**src/rtl/riscv_ctrl_pkg.sv**
```systemverilog
// Shared encodings for the multicycle RV32I control unit: FSM states,
// opcodes and every datapath mux-select code.
package riscv_ctrl_pkg;

    typedef logic [3:0] state_t;

    localparam state_t S_FETCH   = 4'd0;
    localparam state_t S_DECODE  = 4'd1;
    localparam state_t S_EXEC_R  = 4'd2;
    localparam state_t S_EXEC_I  = 4'd3;
    localparam state_t S_ADDR    = 4'd4;
    localparam state_t S_MEM_RD  = 4'd5;
    localparam state_t S_MEM_WR  = 4'd6;
    localparam state_t S_WB_ALU  = 4'd7;
    localparam state_t S_WB_MEM  = 4'd8;
    localparam state_t S_BRANCH  = 4'd9;
    localparam state_t S_JAL     = 4'd10;
    localparam state_t S_JALR    = 4'd11;
    localparam state_t S_LUI     = 4'd12;
    localparam state_t S_ILLEGAL = 4'd13;

    localparam logic [6:0] OP_OP     = 7'b0110011;
    localparam logic [6:0] OP_IMM    = 7'b0010011;
    localparam logic [6:0] OP_LOAD   = 7'b0000011;
    localparam logic [6:0] OP_STORE  = 7'b0100011;
    localparam logic [6:0] OP_BRANCH = 7'b1100011;
    localparam logic [6:0] OP_JAL    = 7'b1101111;
    localparam logic [6:0] OP_JALR   = 7'b1100111;
    localparam logic [6:0] OP_LUI    = 7'b0110111;
    localparam logic [6:0] OP_AUIPC  = 7'b0010111;

    localparam logic [1:0] PCSRC_ALU    = 2'b00;
    localparam logic [1:0] PCSRC_ALUOUT = 2'b01;
    localparam logic [1:0] PCSRC_JALR   = 2'b10;

    localparam logic [1:0] SRCA_PC    = 2'b00;
    localparam logic [1:0] SRCA_OLDPC = 2'b01;
    localparam logic [1:0] SRCA_RS1   = 2'b10;

    localparam logic [1:0] SRCB_RS2  = 2'b00;
    localparam logic [1:0] SRCB_FOUR = 2'b01;
    localparam logic [1:0] SRCB_IMM  = 2'b10;

    localparam logic [1:0] ALUOP_ADD = 2'b00;
    localparam logic [1:0] ALUOP_SUB = 2'b01;
    localparam logic [1:0] ALUOP_R   = 2'b10;
    localparam logic [1:0] ALUOP_I   = 2'b11;

    localparam logic [1:0] WB_ALUOUT = 2'b00;
    localparam logic [1:0] WB_MDR    = 2'b01;
    localparam logic [1:0] WB_PC     = 2'b10;
    localparam logic [1:0] WB_IMM    = 2'b11;

endpackage

```
**src/rtl/multicycle_control_unit_if.sv**
```systemverilog
// Control bundle between the multicycle control unit (master) and the
// datapath/memory side (slave).
interface multicycle_control_unit_if;

    logic [31:0] Instruction_i;
    logic        Zero_i;
    logic        Lt_i;
    logic        Ltu_i;
    logic        MemReady_i;

    logic        MemReq_o;
    logic        MemWe_o;
    logic        IorD_o;
    logic        IRWrite_o;
    logic        PCWrite_o;
    logic [1:0]  PCSource_o;
    logic [1:0]  ALUSrcA_o;
    logic [1:0]  ALUSrcB_o;
    logic [1:0]  ALUOp_o;
    logic        RegWrite_o;
    logic [1:0]  MemToReg_o;
    logic        Retire_o;
    logic        Illegal_o;

    modport master (
        input  Instruction_i, Zero_i, Lt_i, Ltu_i, MemReady_i,
        output MemReq_o, MemWe_o, IorD_o, IRWrite_o, PCWrite_o, PCSource_o,
               ALUSrcA_o, ALUSrcB_o, ALUOp_o, RegWrite_o, MemToReg_o,
               Retire_o, Illegal_o
    );

    modport slave (
        output Instruction_i, Zero_i, Lt_i, Ltu_i, MemReady_i,
        input  MemReq_o, MemWe_o, IorD_o, IRWrite_o, PCWrite_o, PCSource_o,
               ALUSrcA_o, ALUSrcB_o, ALUOp_o, RegWrite_o, MemToReg_o,
               Retire_o, Illegal_o
    );

endinterface

```
**src/rtl/multicycle_control_unit_branch_resolver.sv**
```systemverilog
// Resolves a conditional branch from funct3 and the ALU comparator flags;
// also flags the two funct3 codes that are not valid branches.
module branch_resolver (
    input  logic [2:0] funct3,
    input  logic       zero,
    input  logic       lt,
    input  logic       ltu,
    output logic       taken,
    output logic       invalid
);

    always_comb begin
        // NOTE: every output gets a default before the case so no path can infer a latch.
        taken   = 1'b0;
        invalid = 1'b0;
        case (funct3)
            3'b000:  taken = zero;
            3'b001:  taken = !zero;
            3'b100:  taken = lt;
            3'b101:  taken = !lt;
            3'b110:  taken = ltu;
            3'b111:  taken = !ltu;
            default: invalid = 1'b1;
        endcase
    end

endmodule

```
**src/rtl/multicycle_control_unit.sv**
```systemverilog
// FSM sequencing the shared multicycle RV32I datapath: decodes IR, drives all
// enables and mux selects, and handshakes with the unified memory port.
module multicycle_control_unit
    import riscv_ctrl_pkg::*;
(
    input  logic                               Clk_i,
    input  logic                               Reset_i,
    multicycle_control_unit_if.master          bus
);

    state_t     state;
    state_t     state_next;
    state_t     decode_next;
    logic [6:0] opcode;
    logic [2:0] funct3;
    logic       br_taken;
    logic       br_invalid;

    assign opcode = bus.Instruction_i[6:0];
    assign funct3 = bus.Instruction_i[14:12];

    branch_resolver u_branch_resolver (
        .funct3  (funct3),
        .zero    (bus.Zero_i),
        .lt      (bus.Lt_i),
        .ltu     (bus.Ltu_i),
        .taken   (br_taken),
        .invalid (br_invalid)
    );

    always_ff @(posedge Clk_i) begin
        // NOTE: state registers use non-blocking assignment so all flops update together.
        if (Reset_i) state <= S_FETCH;
        else         state <= state_next;
    end

    always_comb begin
        decode_next = S_ILLEGAL;
        case (opcode)
            OP_OP:             decode_next = S_EXEC_R;
            OP_IMM:            decode_next = S_EXEC_I;
            OP_LOAD, OP_STORE: decode_next = S_ADDR;
            OP_BRANCH:         decode_next = br_invalid ? S_ILLEGAL : S_BRANCH;
            OP_JAL:            decode_next = S_JAL;
            OP_JALR:           decode_next = (funct3 == 3'b000) ? S_JALR : S_ILLEGAL;
            OP_LUI:            decode_next = S_LUI;
            OP_AUIPC:          decode_next = S_WB_ALU;
            default:           decode_next = S_ILLEGAL;
        endcase
    end

    always_comb begin
        state_next     = state;
        bus.MemReq_o   = 1'b0;
        bus.MemWe_o    = 1'b0;
        bus.IorD_o     = 1'b0;
        bus.IRWrite_o  = 1'b0;
        bus.PCWrite_o  = 1'b0;
        bus.PCSource_o = PCSRC_ALU;
        bus.ALUSrcA_o  = SRCA_PC;
        bus.ALUSrcB_o  = SRCB_RS2;
        bus.ALUOp_o    = ALUOP_ADD;
        bus.RegWrite_o = 1'b0;
        bus.MemToReg_o = WB_ALUOUT;
        bus.Retire_o   = 1'b0;
        bus.Illegal_o  = 1'b0;

        // Reset forces every output quiet, abandoning any pending memory request.
        if (!Reset_i) begin
            case (state)
                S_FETCH: begin
                    bus.MemReq_o  = 1'b1;
                    bus.ALUSrcB_o = SRCB_FOUR;
                    if (bus.MemReady_i) begin
                        bus.IRWrite_o = 1'b1;
                        bus.PCWrite_o = 1'b1;
                        state_next    = S_DECODE;
                    end
                end
                S_DECODE: begin
                    bus.ALUSrcA_o = SRCA_OLDPC;
                    bus.ALUSrcB_o = SRCB_IMM;
                    state_next    = decode_next;
                end
                S_EXEC_R: begin
                    bus.ALUSrcA_o = SRCA_RS1;
                    bus.ALUOp_o   = ALUOP_R;
                    state_next    = S_WB_ALU;
                end
                S_EXEC_I: begin
                    bus.ALUSrcA_o = SRCA_RS1;
                    bus.ALUSrcB_o = SRCB_IMM;
                    bus.ALUOp_o   = ALUOP_I;
                    state_next    = S_WB_ALU;
                end
                S_ADDR: begin
                    bus.ALUSrcA_o = SRCA_RS1;
                    bus.ALUSrcB_o = SRCB_IMM;
                    state_next    = (opcode == OP_LOAD) ? S_MEM_RD : S_MEM_WR;
                end
                S_MEM_RD: begin
                    bus.MemReq_o = 1'b1;
                    bus.IorD_o   = 1'b1;
                    if (bus.MemReady_i) state_next = S_WB_MEM;
                end
                S_MEM_WR: begin
                    bus.MemReq_o = 1'b1;
                    bus.MemWe_o  = 1'b1;
                    bus.IorD_o   = 1'b1;
                    if (bus.MemReady_i) begin
                        bus.Retire_o = 1'b1;
                        state_next   = S_FETCH;
                    end
                end
                S_WB_ALU: begin
                    bus.RegWrite_o = 1'b1;
                    bus.Retire_o   = 1'b1;
                    state_next     = S_FETCH;
                end
                S_WB_MEM: begin
                    bus.RegWrite_o = 1'b1;
                    bus.MemToReg_o = WB_MDR;
                    bus.Retire_o   = 1'b1;
                    state_next     = S_FETCH;
                end
                S_BRANCH: begin
                    bus.ALUSrcA_o  = SRCA_RS1;
                    bus.ALUOp_o    = ALUOP_SUB;
                    bus.PCSource_o = PCSRC_ALUOUT;
                    bus.PCWrite_o  = br_taken;
                    bus.Retire_o   = 1'b1;
                    state_next     = S_FETCH;
                end
                S_JAL: begin
                    bus.RegWrite_o = 1'b1;
                    bus.MemToReg_o = WB_PC;
                    bus.PCWrite_o  = 1'b1;
                    bus.PCSource_o = PCSRC_ALUOUT;
                    bus.Retire_o   = 1'b1;
                    state_next     = S_FETCH;
                end
                S_JALR: begin
                    bus.ALUSrcA_o  = SRCA_RS1;
                    bus.ALUSrcB_o  = SRCB_IMM;
                    bus.RegWrite_o = 1'b1;
                    bus.MemToReg_o = WB_PC;
                    bus.PCWrite_o  = 1'b1;
                    bus.PCSource_o = PCSRC_JALR;
                    bus.Retire_o   = 1'b1;
                    state_next     = S_FETCH;
                end
                S_LUI: begin
                    bus.RegWrite_o = 1'b1;
                    bus.MemToReg_o = WB_IMM;
                    bus.Retire_o   = 1'b1;
                    state_next     = S_FETCH;
                end
                S_ILLEGAL: begin
                    bus.Illegal_o = 1'b1;
                end
                default: begin
                    state_next = S_ILLEGAL;
                end
            endcase
        end
    end

endmodule
```
**src/flat_wrapper.sv**
```systemverilog
// flat-port wrapper written by rule: the top's interface ports become plain ports
module multicycle_control_unit_flat import riscv_ctrl_pkg::*;
  (Clk_i, Reset_i, bus_Instruction_i, bus_Zero_i, bus_Lt_i, bus_Ltu_i, bus_MemReady_i, bus_MemReq_o, bus_MemWe_o, bus_IorD_o, bus_IRWrite_o, bus_PCWrite_o, bus_PCSource_o, bus_ALUSrcA_o, bus_ALUSrcB_o, bus_ALUOp_o, bus_RegWrite_o, bus_MemToReg_o, bus_Retire_o, bus_Illegal_o);
  multicycle_control_unit_if bus_i ();
  input  logic Clk_i;
  input  logic Reset_i;
  input wire logic [$bits(bus_i.Instruction_i)-1:0] bus_Instruction_i;
  input wire logic [$bits(bus_i.Zero_i)-1:0] bus_Zero_i;
  input wire logic [$bits(bus_i.Lt_i)-1:0] bus_Lt_i;
  input wire logic [$bits(bus_i.Ltu_i)-1:0] bus_Ltu_i;
  input wire logic [$bits(bus_i.MemReady_i)-1:0] bus_MemReady_i;
  output wire logic [$bits(bus_i.MemReq_o)-1:0] bus_MemReq_o;
  output wire logic [$bits(bus_i.MemWe_o)-1:0] bus_MemWe_o;
  output wire logic [$bits(bus_i.IorD_o)-1:0] bus_IorD_o;
  output wire logic [$bits(bus_i.IRWrite_o)-1:0] bus_IRWrite_o;
  output wire logic [$bits(bus_i.PCWrite_o)-1:0] bus_PCWrite_o;
  output wire logic [$bits(bus_i.PCSource_o)-1:0] bus_PCSource_o;
  output wire logic [$bits(bus_i.ALUSrcA_o)-1:0] bus_ALUSrcA_o;
  output wire logic [$bits(bus_i.ALUSrcB_o)-1:0] bus_ALUSrcB_o;
  output wire logic [$bits(bus_i.ALUOp_o)-1:0] bus_ALUOp_o;
  output wire logic [$bits(bus_i.RegWrite_o)-1:0] bus_RegWrite_o;
  output wire logic [$bits(bus_i.MemToReg_o)-1:0] bus_MemToReg_o;
  output wire logic [$bits(bus_i.Retire_o)-1:0] bus_Retire_o;
  output wire logic [$bits(bus_i.Illegal_o)-1:0] bus_Illegal_o;
  assign bus_i.Instruction_i = bus_Instruction_i;
  assign bus_i.Zero_i = bus_Zero_i;
  assign bus_i.Lt_i = bus_Lt_i;
  assign bus_i.Ltu_i = bus_Ltu_i;
  assign bus_i.MemReady_i = bus_MemReady_i;
  assign bus_MemReq_o = bus_i.MemReq_o;
  assign bus_MemWe_o = bus_i.MemWe_o;
  assign bus_IorD_o = bus_i.IorD_o;
  assign bus_IRWrite_o = bus_i.IRWrite_o;
  assign bus_PCWrite_o = bus_i.PCWrite_o;
  assign bus_PCSource_o = bus_i.PCSource_o;
  assign bus_ALUSrcA_o = bus_i.ALUSrcA_o;
  assign bus_ALUSrcB_o = bus_i.ALUSrcB_o;
  assign bus_ALUOp_o = bus_i.ALUOp_o;
  assign bus_RegWrite_o = bus_i.RegWrite_o;
  assign bus_MemToReg_o = bus_i.MemToReg_o;
  assign bus_Retire_o = bus_i.Retire_o;
  assign bus_Illegal_o = bus_i.Illegal_o;
  multicycle_control_unit u_core (.Clk_i(Clk_i), .Reset_i(Reset_i), .bus(bus_i));
endmodule
```
**config.mk**
```make
export PLATFORM = sky130hd
export DESIGN_NAME = multicycle_control_unit_flat
export DESIGN_NICKNAME = d
export VERILOG_FILES = /design/src/rtl/riscv_ctrl_pkg.sv /design/src/rtl/multicycle_control_unit_if.sv /design/src/rtl/multicycle_control_unit_branch_resolver.sv /design/src/rtl/multicycle_control_unit.sv /design/src/flat_wrapper.sv
export SDC_FILE = /design/constraint.sdc
export NUM_CORES = 1
export LEC_CHECK = 0
export BUFFER_PORTS_ARGS = -buffer_cell sky130_fd_sc_hd__buf_2
export CAP_MARGIN = 20
export CORE_MARGIN = 2
export CORE_UTILIZATION = 37
export DETAILED_ROUTE_END_ITERATION = 10
export GPL_TIMING_DRIVEN = 0
export PLACE_DENSITY_LB_ADDON = 0.12
export SLEW_MARGIN = 20
export SYNTH_ARGS = -nofsm -noshare
export SYNTH_HDL_FRONTEND = slang
export SYNTH_SLANG_ARGS = --single-unit
```
**constraint.sdc**
```tcl
create_clock -name Clk_i -period 1.2 [get_ports Clk_i]
set_input_delay 0.12 -clock Clk_i [delete_from_list [all_inputs] [get_ports Clk_i]]
set_output_delay 0.12 -clock Clk_i [all_outputs]
set_load 0.05 [all_outputs]
```
---- Word level (Yosys, flattened, before mapping) ----
Index checks and enable logic that the tools add are counted.
word-level totals
  logic and storage cells ................. 85
  register bits ........................... 4
  input port bits ......................... 38
  output and inout bits ................... 18
cells by class
  bitwise logic cells ..................... 1
  reductions and logical operators ........ 17
  equal/unequal tests ..................... 30
  multiplexer cells ....................... 36
operator list
  cell                                                              count
  4-bit case mux with 8 select lines                                2
  4-bit == test (second input constant)                             6
  7-bit by 6-bit == test with 1-bit output (second input constant)  3
  7-bit == test (second input constant)                             3
  4-bit by 3-bit == test with 1-bit output (second input constant)  4
  1-bit two-way mux                                                 15
  7-bit by 5-bit == test with 1-bit output (second input constant)  2
  3-bit == test (second input constant)                             4
  2-bit two-way mux                                                 6
  4-bit two-way mux                                                 3
  2-bit case mux with 2 select lines                                3
  2-bit case mux with 3 select lines                                2
  6-bit OR reduction                                                2
  2-bit OR reduction                                                5
  5-bit OR reduction                                                2
  4-bit by 2-bit == test with 1-bit output (second input constant)  2
  7-bit by 2-bit == test with 1-bit output (second input constant)  1
  3-bit two-way mux                                                 2
  2-bit inequality test (second input constant)                     3
  1-bit case mux with 6 select lines                                1
  4-bit by 1-bit == test with 1-bit output (second input constant)  1
  4-bit logical NOT                                                 1
  4-bit AND reduction                                               1
  4-bit OR reduction                                                1
  7 further kinds                                                   9

---- Depth between registers and ports, before layout ----
Gate-level depths: netlist (run 1).
  depth after elaboration ................. 5
  gate-level depth with buffers ........... 6
  depth with buffers taken out ............ 5

---- Modules after synthesis ----
From an unflattened synthesis (run 1), not the netlist that was laid out.
second synthesis, totals
  cells, all modules ...................... 123
  area, all modules ....................... 753.2 um2
modules (own cells, without submodules)
  module                   area an instance (um2)  seq. area each (um2)  times used  cells each
  multicycle_control_unit  706.9                   80.1                  1           117
  branch_resolver          46.3                    0.0                   1           6

---- Least setup slack after synthesis (run 1) ----
Ideal clock, no wire load.
  kind .................................... register to output
  start point ............................. register u_core.state[3]
  end point ............................... output bus_IorD_o
  buffers on the path ..................... 3
  data arrival time ....................... 2.437 ns
  stages on the path, launching flop included .. 5
  setup slack ............................. -1.357 ns
  required time ........................... 1.080 ns
  cells stage by stage .................... dfxtp_1 > buf_2 > buf_2 > buf_2 > nor4b_1
between the ends
  longest elaborated chain between the ends .. 4
  elaborated cells between the ends (all ways) .. 5
  those cells by class .................... 2 x eq/ne; 2 x mux; 1 x reduce/logical
ends and longest elaborated chain
  element                                   line                           source
  from (decl)                               multicycle_control_unit.sv:11  state_t state;
  from (signal assigned)                    multicycle_control_unit.sv:34  else state <= state_next;
  4-bit by 3-bit == test with 1-bit output  multicycle_control_unit.sv:70  case (state)
  2-bit OR reduction (no source line) *     -
  1-bit two-way mux *                       multicycle_control_unit.sv:70
  1-bit two-way mux *                       multicycle_control_unit.sv:69  if (!Reset_i) begin
  to (decl)                                 flat_wrapper.sv:14             output wire logic [$bits(bus_i.IorD_o)-1:0] bus_IorD_o;
Mark *: on every way between the ends. The rest lies on a longest branch, timed or not.

---- Worst setup path after layout (run 1) ----
  start point ............................. register u_core.state[1]
  end point ............................... output bus_PCWrite_o
between the ends
  longest elaborated chain between the ends .. 4
  elaborated cells between the ends (all ways) .. 7
  those cells by class .................... 3 x eq/ne; 2 x mux; 2 x reduce/logical
ends and longest elaborated chain
  element                               line                           source
  4-bit == test                         multicycle_control_unit.sv:70
  2-bit OR reduction (no source line)   -
  1-bit case mux with 3 select lines *  multicycle_control_unit.sv:70
  1-bit two-way mux *                   multicycle_control_unit.sv:69
  to (decl)                             flat_wrapper.sv:16             output wire logic [$bits(bus_i.PCWrite_o)-1:0] bus_PCWrite_o;
Marks and branches as above.

==> flow_summary.toml, run 1 <==
[yosys]
syn-cell-area_sq_um = 830
avgSynthCellArea_sq_um = 6.58
syn_inst = 126
synth_edf_count = 0
ys_async_sr_fraction = 0
synth_nets = 164
ys_seq_area_frac = 0.0965
yosys_warnings = 0
synth_cell_types = 39
ys_ff_latch = 4
synth-main-ff-cell = "dfxtp_1"

[timing]
fin_ws_ns = -0.483
final_hold_viol_count = 0
period_minus_slack_ns = 1.68
fin_hold_ws_ns = 0.264
relSlewSlack = 0.722
max_slew.worst_pin.slew_ns = 0.418
finalSetupViolCount = 22
tns_ns = -8.12
fmax_mhz = 594
finalCritPeriodShare = 1.40
skew_ns = 0.00518
rsz0062_at_grt = "true"
final_max_slew_viol_count = 0

[cells_and_area]
diodes = 0
fin_nets = 227
syn2layout_area_growth_pct = 132
top_register = "u_core.state"
fill_cells = 98
largest_reg_flops = 4
largestRegisters = "u_core.state (4)"
drive_gt1_frac = 0.674
instances_no_fill = 215
multi_input_area_sq_um = 1020
register_area_sq_um = 95.1
fin_util = 0.889

[routing]
drt-vias-per-instance = 6.34
antenna_left = 0
via_count = 1363
drc = 0
dr.pass1.iters = 5
wl_per_cell_um = 21.7
wl_um = 4660
drt-initial-drc-count = 49

[global_routing]
grt_pass1_wl_um = 5930
met2_usage = 0.567
grt_usage = 0.305
grt_pass1_vias = 1283
gr-usage-met3 = 0.0556
grt_max_degree = 11
grtUsageMet1 = 0.325
globalRoute.totalOverflow = 0
antenna_found_initial = 0
grt.busiest_layer = "met2"

[critical_path]
path_max_fanout = 7
crit_type = "flip-flop to output pin"
cp.required_ns = 1.08
crit_arrival_ns = 1.56
cp-start-kind = "flip-flop"
crit_path_end_kind = "output pin"

[status]
violations = "setup timing"
outcome = "complete, but fails checks"

[place]
io_buffers = 30
dp_cells = 184
finalWeightedCongestion = 0.813
dp_slack_ns = -0.408
hpwl_um = 1930

[floorplanning]
start_util = 0.382
core_sq_um = 2170
placementRows = 17
die_area_sq_um = 2640
die_x_um = 51.4
io_pins = 56
die_h_um = 51.4

[clock_tree]
clk_latency_ns = 0.24
htree_levels = 1
clk_path_buf_depth = 2
cts-buffers-inserted = 3
cts_sinks = 4
cts_root_buf = "clkbuf_4"
ctsHoldBuffers = 0
cts_tree = "done"
clkTransAtPathRegs_ns = 0.04

[hold_path]
worstHoldPathType = "input port to flip-flop"

[pwr]
powerDensity_nw_per_um2 = 2780
power.clock.fraction = 0.033
p_leak_nw = 0.790
vdd_drop_max_mv = 1.93
pwr-share-comb = 0.899
p_sw_frac = 0.509
p_seq_frac = 0.067
switchingPower_mw = 2.73
cell_internal_pwr_mw = 2.63

[job]
drv_cap = 0
## through the flow
stage / cell area, sq um / power (mW)
global route: 1930 / 5.54
floorplan: 1090 / 2.59
global placement: 1270 / 2.99
finish: 1930 / 5.36
detailed placement: 1270 / 3.00
CTS: 1750 / 4.48
## path summary, 6_finish.rpt
| kind | depth (start not counted) | end | slack, ns | startpoint |
|---|---|---|---|---|
| max | 5 | bus_PCWrite_o | -0.48 | u_core.state[1] |
| min | 3 | u_core.state[1] | 0.26 | bus_Instruction_i[2] |
| max reg2reg | 8 | u_core.state[0] | -0.32 | u_core.state[1] |
| min reg2reg | 4 | u_core.state[2] | 0.75 | u_core.state[2] |
## cell usage after synthesis, types with 2 or more instances
cell	number	share of area
o21ai_0	9	0.054
inv_1	3	0.014
nor2b_1	6	0.045
nor4_1	2	0.015
nand3b_1	2	0.018
buf_2	7	0.042
nor4b_1	2	0.021
nor3_1	10	0.060
nand3_1	4	0.024
a31oi_1	2	0.015
dfxtp_1	4	0.097
nor3_2	2	0.024
nor2_1	10	0.045
a211oi_1	4	0.036
nand4_1	3	0.023
a21oi_1	12	0.072
clkbuf_1	2	0.0091
buf_6	2	0.027
buf_4	2	0.018
or3_1	2	0.015
nand2b_1	5	0.038
nand2_1	10	0.045
xnor2_1	3	0.032
xor2_1	3	0.032
## per-layer routing
| layer | wire length (um) | vias to the layer above |
|---|---|---|
| li1 | - | 590 |
| met1 | 1590 | 648 |
| met2 | 2440 | 96 |
| met3 | 382 | 29 |
| met4 | 245 | 0 |
| met5 | 0 | - |
## cell type report
type                    instances  share of cell area
plain buffers                  12              0.0850
well taps                      28              0.0182
repair buffers                 59               0.300
flip-flops and latches          4              0.0493
multi-input cells             106               0.530
inverters                       3             0.00584
clock buffers                   3              0.0117
## cell usage in the layout (no fill, tap or decap), drive strengths merged, types with 3 or more instances in the layout
master and count:
nor3 12, nand4 3, o21ai 9, nand2 10, a21oi 12, inv 3
xnor2 3, nand3 4, nor4b 3, xor2 3, a211oi 4, nor2 10
buf 68, nor2b 6, nand2b 5, dfxtp 4, clkbuf 6
## power groups by stage
| stage | sequential [mW] | clock (mW) | combinational (mW) |
|---|---|---|---|
| after floorplan | 0.256 | 0 | 2.33 |
| after global placement | 0.270 | 0 | 2.72 |
| after detailed placement | 0.269 | 0 | 2.73 |
| after CTS | 0.286 | 0.180 | 4.01 |
| after global routing | 0.367 | 0.198 | 4.97 |
| final | 0.362 | 0.178 | 4.82 |
## logic make-up (layout without fill, tap and decap cells)
kind of cell / after synthesis / in the layout / synth area share
AOI/OAI and AO/OA: 34 / 34 / 0.252
xor gates and xnor gates: 6 / 6 / 0.0634
adders and majority gates: 1 / 1 / 0.0136
buffers and inverters: 16 / 77 / 0.110
DFF: 4 / 4 / 0.0965
muxes: 1 / 1 / 0.0121
and+or+nand+nor: 64 / 64 / 0.453
## critical path, cell delays in order (launching register included)
cell and delay [ns]:
dfxtp_4 0.34, buf_8 0.14, buf_8 0.14, nand3b_1 0.23
a311oi_4 0.27, buf_6 0.20
## repair_timing
action / 4_1_cts / 5_1_grt
buffers inserted: 21 / 6
pin swaps: 12 / 10
endpoints found under the setup margin: 22 / 22
gates resized for setup: 77 / 27
cloned: 1 / 1
Power figures use the tool's default switching activity.
==> inputs of run 2 (changes only) <==
- CAP_MARGIN: 20 -> default
- CORE_UTILIZATION: 37 -> 36
- SYNTH_HIERARCHICAL: default -> 1
==> run 2 against run 1 <==
Compared with the run above:
- the flow now stops in 5_1_grt
- area after synthesis shrank 9.2%
- synthesized cell count shrank 2.4%
==> flow_summary.toml, run 2 <==
[timing]
grt_worst_setup_endpoint = "bus_ALUSrcA_o[1]"
worstEndpointType = "top-level output"

[yosys]
ys_async_sr_fraction = 0
synth-main-ff-cell = "dfxtp_1"
synth_cell_types = 36
synth_edf_count = 0
ys_seq_area_frac = 0.106
syn_inst = 123
synthTopCellsByCount = "18 x nor2_1, 17 x nand2_1, 7 x nor3_1"
synth_nets = 161
synthTopCellsByArea = "dfxtp_1 11%, nor2_1 9.0%, nand2_1 8.5%"
syn-cell-area_sq_um = 753
yosys_warnings = 6
ys_ff_latch = 4
yosys.area.top_type = "dfxtp_1"
yosysMostFrequentCell = "nor2_1"
yosysTopAreaCellShare = 0.106
avgSynthCellArea_sq_um = 6.12

[floorplanning]
die_h_um = 49.7
die_x_um = 49.7
start_util = 0.384
placementRows = 16
io_pins = 56

[clock_tree]
cts_sinks = 4
cts_root_buf = "clkbuf_4"
clk_path_buf_depth = 2
ctsHoldBuffers = 0
htree_levels = 1
cts-buffers-inserted = 3

[status]
outcome = "did not finish"
stop_stage = "5_1_grt"
tool.error = "[ERROR DPL-0033] detailed placement checks failed during check placement."

[place]
io_buffers = 32
finalWeightedCongestion = 0.829
hpwl_um = 1910

[global_routing]
antenna_found_initial = 0
grt_max_degree = 11
[run 2: cell families after synthesis]
kind of cell,synth area share
DFF,0.106
and+or+nand+nor,0.477
xor gates and xnor gates,0.0349
buffers and inverters,0.0714
AOI/OAI and AO/OA,0.282
muxes,0.0282
[run 2: stage by stage]
step	utilization	setup TNS (ns)	area (sq um)	std cells	setup slack, ns
after floorplan	-	-2.97	1020	123	-0.277
after global placement	0.621	-4.83	1220	182	-0.387
after detailed placement	0.621	-5.23	1220	182	-0.410
after CTS	0.842	-6.13	1650	202	-0.413
[run 2: what timing repair did]
item | 4_1_cts
gates cloned | 3
setup buffers | 14
resized for setup | 75
pin swaps | 12
setup endpoints to repair | 22
==> inputs of run 3 (changes only) <==
- CORE_AREA: default -> 2 2 63 65
- CORE_MARGIN: 2 -> default
- CORE_UTILIZATION: 36 -> default
- DIE_AREA: default -> 0 0 65 67
- PLACE_DENSITY_LB_ADDON: 0.12 -> 0.15
- clock period: 1.2 -> 1.6 ns (I/O delays scaled with it)
==> run 3 against run 2 <==
Compared with the run above:
- the flow now finishes, with violations (setup timing)
- area after synthesis is the same
- synthesized cell count stayed put
==> flow_summary.toml, run 3 <==
[pwr]
vdd_drop_max_mv = 0.597
p_total_mw = 2.74
p_leak_nw = 0.613
powerDensity_nw_per_um2 = 1820

[yosys]
ys_seq_area_frac = 0.106
ys_async_sr_fraction = 0
syn-cell-area_sq_um = 753
yosysMostFrequentCell = "nor2_1"
synthTopCellsByArea = "dfxtp_1 11%, nor2_1 9.0%, nand2_1 8.5%"
yosysTopAreaCellShare = 0.106
syn_inst = 123
synth-main-ff-cell = "dfxtp_1"
synth_cell_types = 36
yosys_warnings = 6
yosys.area.top_type = "dfxtp_1"
ys_ff_latch = 4
synth_nets = 161
avgSynthCellArea_sq_um = 6.12
synth_edf_count = 0
synthTopCellsByCount = "18 x nor2_1, 17 x nand2_1, 7 x nor3_1"

[cells_and_area]
layout_commonest_cell = "buf_2"
largestRegisters = "u_core/state (4)"
diodes = 0
instances_no_fill = 220
register_area_sq_um = 85.1
multi_input_area_sq_um = 817
fill_cells = 352
top_register = "u_core/state"
largest_reg_flops = 4
mostFrequentLayoutCells = "19 x buf_2, 15 x nand2_1, 12 x buf_4"
syn2layout_area_growth_pct = 99.7
drive_gt1_frac = 0.558
fin_nets = 212

[critical_path]
crit_arrival_ns = 1.51
crit_type = "flip-flop to output pin"
cp-start-kind = "flip-flop"
cp.required_ns = 1.44
slowest_delay_ns = 0.33
cp_top_family = "buffers and inverters"
crit_buf_inv = 2
path_max_fanout = 4
cp_cell_sequence = "buf_2 -> nand2b_1 -> mux2_4 -> nor3_4 -> buf_6"
crit_path_end_kind = "output pin"
slowest_stage = "dfxtp_2"

[floorplanning]
die_area_sq_um = 4360
io_pins = 56
die_h_um = 67
placementRows = 22
die_x_um = 65
core_sq_um = 3610
start_util = 0.209

[timing]
period_minus_slack_ns = 1.67
final_hold_viol_count = 0
skew_ns = 0.00264
final_max_slew_viol_count = 0
tns_ns = -0.0920
relSlewSlack = 0.359
finalCritPeriodShare = 1.05
finalSetupViolCount = 3
rsz0062_at_grt = "true"
fmax_mhz = 597
max_slew.worst_pin.slew_ns = 0.961
fin_ws_ns = -0.0737

[global_routing]
grt_pass1_wl_um = 4550
grt_pass1_vias = 948
antenna_found_initial = 0
globalRoute.totalOverflow = 0
grt_usage = 0.135
grt_max_degree = 11

[place]
dp_cells = 203
io_buffers = 32
hpwl_um = 2030
finalWeightedCongestion = 0.811

[routing]
drc = 0
drt-vias-per-instance = 4.93
via_count = 1084
wl_per_cell_um = 14.0
dr.pass1.iters = 4
wl_um = 3070
drt-initial-drc-count = 33
antenna_left = 0

[clock_tree]
cts_tree = "done"
cts-buffers-inserted = 3
cts_root_buf = "clkbuf_8"
cts_sinks = 4
ctsHoldBuffers = 0
clkTransAtPathRegs_ns = 0.03
htree_levels = 1
clk_path_buf_depth = 2
clk_latency_ns = 0.22

[hold_path]
worstHoldPathType = "input port to flip-flop"

[job]
drv_cap = 0

[status]
outcome = "complete, but fails checks"
violations = "setup timing"
==> run 3: cell counts after synthesis <==
Identical to the previous run, type by type.
==> run 3: where the power goes <==
part           switching, mW  internal (mW)
registers             0.0426          0.150
logic                   1.31           1.02
clock network         0.0552          0.161
total                   1.41           1.33
==> run 3: final cells by class <==
cell class | instances | share of cell area
Multi-Input combinational cell | 107 | 0.543
Timing Repair Buffer | 46 | 0.254
Buffer | 9 | 0.0691
Sequential cell | 4 | 0.0566
Tap cell | 48 | 0.0399
Clock buffer | 3 | 0.0275
Inverter | 3 | 0.00998
==> run 3: kinds of logic (layout without fill, tap and decap cells) <==
logic type / after synthesis / in the layout / share of synthesized area
and+or+nand+nor: 71 / 71 / 0.477
DFF: 4 / 4 / 0.106
buffers and inverters: 12 / 61 / 0.0714
AOI/OAI and AO/OA: 31 / 31 / 0.282
xor gates and xnor gates: 3 / 3 / 0.0349
muxes: 2 / 2 / 0.0282
==> run 3: path summary, 6_finish.rpt <==
kind                                      start  slack, ns              end  depth (start not counted)
worst min register to register  u_core/state[1]       0.75  u_core/state[1]                          4
worst min-delay path             bus_MemReady_i       0.30  u_core/state[3]                          3
worst max register to register  u_core/state[2]       0.03  u_core/state[2]                          6
worst max-delay path            u_core/state[1]      -0.07     bus_MemReq_o                          5
==> run 3: worst register-to-register path: cells and delay by family, from the launching register on <==
| kind | cells | cell delay (ns) |
|---|---|---|
| buffers and inverters | 1 | 0.14 |
| AOI/OAI and AO/OA | 3 | 0.39 |
| DFF | 1 | 0.30 |
| and+or+nand+nor | 2 | 0.68 |
==> run 3: stage by stage <==
stage	instance area, sq um	utilization	hold slack (ns)	setup WS, ns
finish	1500	0.417	0.303	-0.0737
global route	1500	0.417	0.325	-0.0977
CTS	1280	0.354	0.307	-0.0252
detailed placement	1060	0.295	0.527	-0.321
global placement	1060	0.295	0.568	-0.299
floorplan	843	-	0.342	-0.277
==> run 3: what timing repair did <==
action	in CTS	in global routing
pin swaps	2	5
resized for setup	52	27
setup buffers	1	10
endpoints found under the setup margin	20	16
gates cloned	0	3
==> run 3: metal layers <==
metal | global-route usage | vias to the layer above | wire [um]
li1 | - | 540 | -
met2 | 0.235 | 20 | 1550
met4 | 0.0559 | 0 | 76
met1 | 0.167 | 516 | 1370
met5 | 0 | - | 0
met3 | 0.0169 | 8 | 80
==> inputs of run 4 (changes only) <==
- SYNTH_HIERARCHICAL: 1 -> default
==> run 4 against run 3 <==
Compared with the run above:
- the run still ends with setup timing left
- final cell count grew 2.3%
- fmax down 1.8%
- sequential share of layout area is 0.093 points higher
- core utilization up 2.9 points
- clock power down 3%
- clock skew rose by 0.0020 ns
- first-iteration DRC count is 70% higher
- non-clock buffer count rose by 6
- wire length rose by 6.8%
- largest power group unchanged
- highest routed layer unchanged
==> flow_summary.toml, run 4 (synthesis gave the netlist of run 1 again) <==
[timing]
tns_ns = -0.465
fmax_mhz = 587
rsz0062_at_grt = "true"
period_minus_slack_ns = 1.70
fin_hold_ws_ns = 0.308
final_hold_viol_count = 0
relSlewSlack = 0.577
max_slew.worst_pin.slew_ns = 0.635
fin_ws_ns = -0.104
finalSetupViolCount = 8
skew_ns = 0.00466
final_max_slew_viol_count = 0
finalCritPeriodShare = 1.06

[clock_tree]
clk_latency_ns = 0.22
clkTransAtPathRegs_ns = 0.03
cts_tree = "done"
clk_path_buf_depth = 2
cts-buffers-inserted = 3
htree_levels = 1
cts_sinks = 4
cts_root_buf = "clkbuf_8"

[routing]
via_count = 1186
drc = 0
wl_per_cell_um = 14.6
drt-initial-drc-count = 56
dr.pass1.iters = 4
drt-vias-per-instance = 5.27
wl_um = 3280
antenna_left = 0

[floorplanning]
start_util = 0.230
placementRows = 22
core_sq_um = 3610
die_x_um = 65
die_area_sq_um = 4360
die_h_um = 67
io_pins = 56

[pwr]
powerDensity_nw_per_um2 = 1960
p_seq_frac = 0.073
vdd_drop_max_mv = 0.542
power.clock.fraction = 0.066
pwr-share-comb = 0.860
p_leak_nw = 0.644
cell_internal_pwr_mw = 1.57
switchingPower_mw = 1.58
p_sw_frac = 0.501

[job]
drv_cap = 0

[place]
io_buffers = 30
dp_slack_ns = -0.317
hpwl_um = 2090
finalWeightedCongestion = 0.764

[critical_path]
regToRegEndpoint = "u_core.state[2]"
crit_path_end = "bus_ALUSrcB_o[1]"
crit_type = "flip-flop to output pin"
regToRegStartpoint = "u_core.state[1]"
slowest_delay_ns = 0.35
timing.reg2reg.setup_slack_ns = 0.03
path_max_fanout = 4
crit_path_end_kind = "output pin"
cp-start-kind = "flip-flop"
cp_cell_sequence = "buf_6 -> buf_12 -> nor2_4 -> nand2_1 -> a21o_1 -> a21oi_2 -> buf_6"
crit_buf_inv = 3
slowest_stage = "dfxtp_4"
r2r_cells = 8
crit_arrival_ns = 1.54
cp_top_family = "buffers and inverters"
cp.depth = 7
cp.required_ns = 1.44
cpMostUsedCell = "buf_6"
crit_start = "u_core.state[1]"

[cells_and_area]
mostFrequentLayoutCells = "20 x buf_6, 18 x buf_2, 12 x buf_4"
fin_nets = 217
fill_cells = 341
largest_reg_flops = 4
drive_gt1_frac = 0.599
layout_commonest_cell = "buf_6"
largestRegisters = "u_core.state (4)"
top_register = "u_core.state"
syn2layout_area_growth_pct = 94.1
diodes = 0

[global_routing]
grt_max_degree = 11
antenna_found_initial = 0
grt_usage = 0.149
grt_pass1_vias = 1052
grt_pass1_wl_um = 5100
globalRoute.totalOverflow = 0

[hold_path]
worstHoldPathType = "input port to flip-flop"

[status]
violations = "setup timing"
outcome = "complete, but fails checks"
## run 4: layout make-up
cell class | count | area (sq um) | share of cell area
buffer | 13 | 143 | 0.0886
clock buffer | 3 | 41.3 | 0.0256
inverter | 3 | 11.3 | 0.00699
multi-input combinational | 106 | 861 | 0.535
sequential | 4 | 92.6 | 0.0575
tap | 48 | 60.1 | 0.0373
timing repair buffer | 48 | 402 | 0.249
## run 4: how the worst min path moves through the flow
| stage | from | end | slack [ns] | cells after the start |
|---|---|---|---|---|
| after detailed placement | bus_Instruction_i[2] | u_core.state[1] | 0.53 | 3 |
| after CTS | bus_Instruction_i[2] | u_core.state[1] | 0.29 | 3 |
| final | bus_Instruction_i[2] | u_core.state[1] | 0.31 | 3 |
| after floorplan | bus_Instruction_i[3] | u_core.state[1] | 0.42 | 4 |
| after global placement | bus_Instruction_i[2] | u_core.state[1] | 0.53 | 3 |
| after global routing | bus_Instruction_i[2] | u_core.state[1] | 0.32 | 3 |
## run 4: worst min-delay path: stages
cell and delay, ns:
buf_2 0.16, nand3_1 0.10, a21oi_1 0.06
## run 4: routing by layer
layer | routed length (um) | GRT usage | up-vias
met1 | 1390 | 0.187 | 573
met3 | 208 | 0.0270 | 3
met5 | 0 | 0 | -
met2 | 1670 | 0.269 | 44
li1 | - | - | 566
met4 | 10 | 0.0186 | 0
## run 4: repair_timing
action | 4_1_cts | 5_1_grt
pin swaps | 6 | 10
endpoints found under the setup margin | 18 | 17
gates resized for setup | 59 | 23
cloned | 2 | 0
setup buffers | 13 | 3
hold buffers | 0 | 0
## run 4: power by group through the flow
| stage | clock [mW] | sequential (mW) | combinational, mW |
|---|---|---|---|
| after floorplan | 0 | 0.183 | 1.47 |
| after global placement | 0 | 0.196 | 1.80 |
| after detailed placement | 0 | 0.195 | 1.79 |
| after CTS | 0.217 | 0.217 | 2.47 |
| after global routing | 0.227 | 0.239 | 2.83 |
| final | 0.209 | 0.231 | 2.71 |
## run 4: through the flow
stage	util	instances	power, mW	cell area, sq um
after global routing	0.447	225	3.30	1610
after CTS	0.417	222	2.90	1510
after global placement	0.319	204	1.99	1150
after floorplan	-	126	1.66	941
final	0.447	225	3.15	1610
after detailed placement	0.319	204	1.99	1150
